==> src/rtl/multi_clock_divider_if.sv <==
// multi_clock_divider_if: control and divided-clock bundle for multi_clock_divider
interface multi_clock_divider_if #(
  parameter int NUM_CH = 2,
  parameter int CNT_W  = 16
);
  logic [NUM_CH-1:0]       en;
  logic [NUM_CH-1:0]       div_load;
  logic [NUM_CH*CNT_W-1:0] div_value;
  logic                    sync;
  logic [NUM_CH-1:0]       clk_out;
  logic [NUM_CH-1:0]       tick;
  modport master (output en, div_load, div_value, sync, input clk_out, tick);
  modport slave  (input en, div_load, div_value, sync, output clk_out, tick);
endinterface

==> src/rtl/multi_clock_divider.sv <==
// multi_clock_divider: per-channel programmable clk_in divider with tick strobe, glitch-free reload and phase sync
module multi_clock_divider #(
  parameter int NUM_CH      = 2,
  parameter int CNT_W       = 16,
  parameter int DEFAULT_DIV = 64,
  parameter int TEST_MODE   = 0
) (
  input logic clk_in,
  input logic reset_n,
  multi_clock_divider_if.slave bus
);
  localparam logic [CNT_W-1:0] DEF_DIV = CNT_W'(DEFAULT_DIV);
  for (genvar c = 0; c < NUM_CH; c++) begin : g_ch
    logic [CNT_W-1:0] cnt_q, cnt_d, div_cur_q, div_cur_d, div_pend_q, div_pend_d, raw, load_val;
    logic pend_valid_q, pend_valid_d, clk_out_q, clk_out_d, tick_q, tick_d;
    logic en, load, wrap, apply;
    assign en   = bus.en[c];
    assign load = bus.div_load[c];
    assign raw  = bus.div_value[c*CNT_W +: CNT_W];
    always_comb begin
      load_val     = (raw < CNT_W'(2)) ? CNT_W'(2) : raw;
      wrap         = (cnt_q == div_cur_q - CNT_W'(1));
      apply        = (load | pend_valid_q) & (bus.sync | ~en | wrap | ((cnt_q == '0) & ~tick_q));
      div_pend_d   = load ? load_val : div_pend_q;
      div_cur_d    = apply ? div_pend_d : div_cur_q;
      pend_valid_d = (load | pend_valid_q) & ~apply;
      cnt_d        = bus.sync ? '0 : ~en ? cnt_q : wrap ? '0 : cnt_q + CNT_W'(1);
      tick_d       = ~bus.sync & en & wrap;
      clk_out_d    = bus.sync ? 1'b0 : en ? (cnt_d >= (div_cur_d >> 1)) : clk_out_q;
    end
    always_ff @(posedge clk_in) begin
      if (!reset_n) begin
        cnt_q        <= '0;
        div_cur_q    <= DEF_DIV;
        div_pend_q   <= DEF_DIV;
        pend_valid_q <= 1'b0;
        clk_out_q    <= 1'b0;
        tick_q       <= 1'b0;
      end else begin
        cnt_q        <= cnt_d;
        div_cur_q    <= div_cur_d;
        div_pend_q   <= div_pend_d;
        pend_valid_q <= pend_valid_d;
        clk_out_q    <= clk_out_d;
        tick_q       <= tick_d;
      end
    end
    assign bus.clk_out[c] = (TEST_MODE != 0) ? clk_in : clk_out_q;
    assign bus.tick[c]    = (TEST_MODE != 0) ? en : tick_q;
  end
endmodule

==> src/flat_wrapper.sv <==
// flat-port wrapper written by rule: the top's interface ports become plain ports
module multi_clock_divider_flat 
#(
  parameter int NUM_CH      = 2,
  parameter int CNT_W       = 16,
  parameter int DEFAULT_DIV = 64,
  parameter int TEST_MODE   = 0
)
  (clk_in, reset_n, bus_en, bus_div_load, bus_div_value, bus_sync, bus_clk_out, bus_tick);
  multi_clock_divider_if #(.NUM_CH(NUM_CH), .CNT_W(CNT_W)) bus_i ();
  input logic clk_in;
  input logic reset_n;
  input wire logic [$bits(bus_i.en)-1:0] bus_en;
  input wire logic [$bits(bus_i.div_load)-1:0] bus_div_load;
  input wire logic [$bits(bus_i.div_value)-1:0] bus_div_value;
  input wire logic [$bits(bus_i.sync)-1:0] bus_sync;
  output wire logic [$bits(bus_i.clk_out)-1:0] bus_clk_out;
  output wire logic [$bits(bus_i.tick)-1:0] bus_tick;
  assign bus_i.en = bus_en;
  assign bus_i.div_load = bus_div_load;
  assign bus_i.div_value = bus_div_value;
  assign bus_i.sync = bus_sync;
  assign bus_clk_out = bus_i.clk_out;
  assign bus_tick = bus_i.tick;
  multi_clock_divider #(.NUM_CH(NUM_CH), .CNT_W(CNT_W), .DEFAULT_DIV(DEFAULT_DIV), .TEST_MODE(TEST_MODE)) u_core (.clk_in(clk_in), .reset_n(reset_n), .bus(bus_i));
endmodule
==> config.mk <==
export PLATFORM = sky130hd
export DESIGN_NAME = multi_clock_divider_flat
export DESIGN_NICKNAME = d
export VERILOG_FILES = /design/src/rtl/multi_clock_divider_if.sv /design/src/rtl/multi_clock_divider.sv /design/src/flat_wrapper.sv
export SDC_FILE = /design/constraint.sdc
export NUM_CORES = 1
export LEC_CHECK = 0
export CAP_MARGIN = 5
export CORE_ASPECT_RATIO = 1.2
export CORE_UTILIZATION = 45
export DETAILED_ROUTE_END_ITERATION = 16
export HOLD_SLACK_MARGIN = 0.12
export PLACE_DENSITY_LB_ADDON = 0.08
export SYNTH_ARGS = -nofsm -noshare
export SYNTH_HDL_FRONTEND = slang
export SYNTH_SLANG_ARGS = --single-unit
==> constraint.sdc <==
create_clock -name clk_in -period 4.95 [get_ports clk_in]
set_input_delay 0.7425 -clock clk_in [delete_from_list [all_inputs] [get_ports clk_in]]
set_output_delay 0.7425 -clock clk_in [all_outputs]
set_load 0.02 [all_outputs]
Word level (Yosys, flattened, before mapping) --
Index checks and enable logic that the tools add are counted.
Cells by class: mux-type cells 12, add/sub/neg operators 4, bitwise logic cells 26, magnitude comparators 4, equal/unequal tests 2, reductions and logical operators 3
Operators by type and width (number):
- 2-to-1 mux 16 bit | 12
- adder 16 x 1 -> 16 bit, second input constant | 2
- == test 16 bit | 2
- greater-or-equal comparator 16 x 15 -> 1 bit | 2
- logical NOT 16 bit | 2
- less-than comparator 16 x 2 -> 1 bit, second input constant | 2
- subtractor 16 x 1 -> 16 bit, second input constant | 2
- AND 1 bit | 10
- NOT 1 bit | 8
- OR 1 bit | 8
- OR reduction 2 bit | 1
Storage, ports and cells: word-level logic and storage cells 65, register bits 102, output and inout port bits 4, bits of input ports 39

Longest topological paths before layout --
depth after elaboration 7, gate-level depth with buffers 21, depth with buffers taken out 19

Worst setup path before layout --
Ideal clock, no wire load.
kind register -> register, from reg u_core.g_ch[0].div_cur_q[2], to reg u_core.g_ch[0].clk_out_q, arrival time 4.296 ns, stages on the path, launching flop included 20, slack 0.524 ns, data required time 4.820 ns, period minus slack after synthesis 4.426 ns, library setup time 0.130 ns, buffers on the path 2, cell sequence dfxtp_1 > buf_2 > or3_1 > nor3_1 > mux2_2 > o21ai_0 > nand4b_1 > nor4_4 > o22ai_1 > buf_6 > mux2_1 > ha_1 > nand2b_1 > a21o_1 > a21o_1 > a211oi_1 > o21bai_1 > a41o_1 > a2111oi_0 > a21oi_1
Between the ends: cells in the longest elaborated chain, start to end 7, elaborated cells between the ends (all ways) 10, classes of those cells add/sub (1); order compare (1); eq/ne (1); mux (4); bitwise (3)
RTL lines:
- start, declared | RTL line multi_clock_divider.sv:14 | logic [CNT_W-1:0] cnt_q, cnt_d, div_cur_q, div_cur_d, div_pend_q, div_pend_d, raw, load_val;
- start signal, assigned | RTL line multi_clock_divider.sv:41 | div_cur_q <= div_cur_d;
- subtractor 16 x 1 -> 16 bit | RTL line multi_clock_divider.sv:22 | wrap = (cnt_q == div_cur_q - CNT_W'(1));
- == test 16 bit | RTL line multi_clock_divider.sv:22
- OR 1 bit (2 in series) | RTL line multi_clock_divider.sv:23 | apply = (load | pend_valid_q) & (bus.sync | ~en | wrap | ((cnt_q == '0) & ~tick_q));
- AND 1 bit | RTL line multi_clock_divider.sv:23
- 2-to-1 mux 16 bit | RTL line multi_clock_divider.sv:25 | div_cur_d = apply ? div_pend_d : div_cur_q;
- net u_core.g_ch[0].div_cur_d[1] | RTL line multi_clock_divider.sv:14
- greater-or-equal comparator 16 x 15 -> 1 bit | RTL line multi_clock_divider.sv:29 | clk_out_d = bus.sync ? 1'b0 : en ? (cnt_d >= (div_cur_d >> 1)) : clk_out_q;
- end signal, assigned | RTL line multi_clock_divider.sv:44 | clk_out_q <= clk_out_d;
- end, declared | RTL line multi_clock_divider.sv:15 | logic pend_valid_q, pend_valid_d, clk_out_q, clk_out_d, tick_q, tick_d;
The timed path passes the listed nets, and every way through them passes these cells. A chain may end at the register's enable or synchronous reset.

Worst setup path after layout --
from reg u_core.g_ch[0].div_cur_q[0], to reg u_core.g_ch[0].clk_out_q
Same word-level chain as after synthesis.

==> metrics.txt <==
global-route wire length before repair=27.3 mm; Starting Density=0.464; final RePlAce weighted congestion=0.857; top cell type's share of synthesized area=0.317; GRT overflow=0; die height=133 um; synth-to-layout area growth=13.7%; CTS buffer count=9; post-detail-place hpwl=13.2 mm; wl on met1=6.53 mm; min cycle time layout=4.53 ns; met3 WL=396 um; failing checks=design-rule violations; initial antenna violation count=0; outcome=finished, violations left; clk slew on worst S/H paths=0.07 ns; Cells after Synth=748; Synth area leaders=dfxtp_1 32%, mux2i_1 9.5%, ha_1 7.0%; Final Slew Violations=0; Core ar.=13900 sq um; Crit Path Max Fanout=6; crit path kind=register to register; Reg-to-Reg Start=u_core.g_ch[0].div_cur_q[0]; Worst IR Drop VDD=0.133 mV; max layer used=met4; number of global-route vias before repair=5484; all-layer global routing usage=0.240; Setup crit end kind=register; Hold Path End=u_core.g_ch[0].div_cur_q[15]; antenna viol nets, final=0; met2 WL=8.79 mm; CTS max path bufs=2; Worst EP arrival=4.77 ns; Post-CTS Hold Buffers=0; Pwr Total=0.00201 W; hold crit path type=register to register; nets=852; Post-synth EDFFs=0; num ports=43; CTS Root Cell=clkbuf_16; max_slew headroom=0.589; Mapped Nets=823; Max-cap violations=0; Fill cells=1346; Peak Freq=221 MHz; Worst Max-Slew Pin Slew=0.616 ns; CTS tree=built; Port Buffers=42; hold slack=0.492 ns; post-layout util=0.527; clk sink count=102; worst hold start=u_core.g_ch[0].div_cur_q[15]; r2r worst-path depth=19; row count=47; final hold viol count=0; unrepaired setup endpoints after global routing=false; WL per Instance=17.5 um; Finish-stage setup viols=0; static leakage=3.22 nW; Avg Inst Size Synth=8.61 sq um; DR pass1 iterations=10; final instance area=7320 sq um; post-synthesis cell type count=65; R2R Setup Slk=0.42 ns; largest area contributor in the netlist=dfxtp_1; yosys warns=0; Detailed Route Iter0 Violations=309; die area=14800 sq um; register area share after synthesis=0.317; Clock Latency Late Sink=0.36 ns; final WL=16.7 mm; Fin Setup TNS=0 ns; # diodes=0; type of origin of the critical path=register; layout cell share with drive strength beyond 1=0.0997; H-tree depth=3; Placement Cell Area=6980 sq um; largest net degree at the start of global routing=61; hold depth=2; Post-synth ARST share=0; Vias per Instance=5.57; prevailing post-synth register cell=dfxtp_1; most frequent cells in the layout=102 x dfxtp_1, 82 x nand2_1, 77 x nor2_1, 61 x mux2i_1, 45 x inv_1; drt drc=2; vias post-DR=5307; post-synthesis cell area=6440 sq um; WP data required=5.18 ns; Clock Skews=0.00665 ns; pwr dens=275 nW/um^2; Die Wd=111 um; commonest non-fill, non-tap cell in the layout=dfxtp_1; worst reg2reg path endpoint=u_core.g_ch[0].clk_out_q; period utilization=0.916; flops & latches, synth=102
==> per-layer routing <==
layer | vias up | GRT usage
li1 | 2634 | -
met1 | 2524 | 0.249
met2 | 99 | 0.449
met3 | 50 | 0.0257
met4 | 0 | 0.169
met5 | - | 0
==> cell type report <==
class                      instances  area (sq um)  area share
inverter                          45           169      0.0231
tap                              171           214      0.0292
multi-input combinational        560          4040       0.551
sequential                       102          2040       0.279
clock buffer                      10           229      0.0313
timing repair buffer              59           543      0.0742
clock inverter                     6          86.3      0.0118
==> synthesized netlist by cell type, types with 2 or more instances <==
master	count
nor2_1	77
inv_1	45
a21o_1	10
mux2_1	2
mux2_4	2
xor2_1	41
nor3_1	20
nand2b_1	13
clkbuf_1	22
nor4_1	18
mux2i_1	61
buf_2	8
mux2_2	31
o22a_1	2
a2111oi_0	2
xnor2_1	31
a211o_1	3
or4_1	2
ha_1	36
nand4b_1	2
buf_4	4
dfxtp_1	102
and3_1	8
nor2b_1	5
o21ai_0	15
or3_1	3
a21oi_1	13
nand3_1	22
nand2_1	82
nor3_2	3
o31ai_1	2
a41oi_1	4
nand3b_1	4
or2_2	2
nor4b_1	2
nand4_1	13
and2_1	2
o211ai_1	2
a211oi_1	2
buf_6	5
==> state kept, by name, indices dropped and copies added, names as in the netlist <==
name	cells
u_core.g_ch.tick_q	2
u_core.g_ch.div_cur_q	32
u_core.g_ch.pend_valid_q	2
u_core.g_ch.cnt_q	32
u_core.g_ch.clk_out_q	2
u_core.g_ch.div_pend_q	32
==> how the worst max path moves through the flow <==
stage	from	to	slack, ns	depth (start not counted)
3_3_place_gp	u_core.g_ch[0].div_cur_q[2]	u_core.g_ch[0].clk_out_q	0.44	17
3_5_place_dp	u_core.g_ch[0].div_cur_q[2]	u_core.g_ch[0].clk_out_q	0.30	17
2_1_floorplan	u_core.g_ch[0].div_cur_q[2]	u_core.g_ch[0].clk_out_q	0.52	19
6_report	u_core.g_ch[0].div_cur_q[0]	u_core.g_ch[0].clk_out_q	0.42	19
4_1_cts	u_core.g_ch[0].div_cur_q[2]	u_core.g_ch[0].clk_out_q	0.27	17
5_1_grt	u_core.g_ch[0].div_cur_q[0]	u_core.g_ch[0].clk_out_q	0.03	19
==> power breakdown <==
| part | switching [W] | total [W] | internal (W) |
|---|---|---|---|
| Sequential | 0.0000359 | 0.000889 | 0.000853 |
| Combinational | 0.000186 | 0.000355 | 0.000170 |
| Clock | 0.000327 | 0.000770 | 0.000443 |
==> critical path: stages (launching register included) <==
cell and delay, ns:
dfxtp_1 0.38, inv_1 0.12, ha_1 0.24, nor2b_1 0.24, nand4_1 0.24, xnor2_1 0.21, o221ai_1 0.13, a21oi_1 0.32
nor4_4 0.08, o22ai_4 0.20, mux2_1 0.36, ha_1 0.29, nand2b_1 0.14, a21o_1 0.17, a21o_1 0.17, a211oi_1 0.23
o21bai_1 0.11, a41o_1 0.24, a2111oi_0 0.43, a21oi_1 0.12
==> metrics by stage <==
stage	instances	worst slack (ns)
after floorplan	748	0.524
after global placement	935	0.435
after detailed placement	935	0.297
after CTS	951	0.266
after global routing	953	0.0347
final	953	0.415
==> logic make-up after synthesis <==
logic type	after synthesis	share of synthesized area
AOI/OAI and AO/OA	72	0.0807
buffers and inverters	86	0.0601
adders and majority gates	36	0.0700
DFF	102	0.317
muxes	96	0.157
xor gates and xnor gates	72	0.0980
and+or+nand+nor	284	0.217
==> repair_timing <==
item,4_1_cts,5_1_grt
buffers inserted,0,2
setup endpoints to repair,0,1
gates resized for setup,0,1
Power figures use the tool's default switching activity.
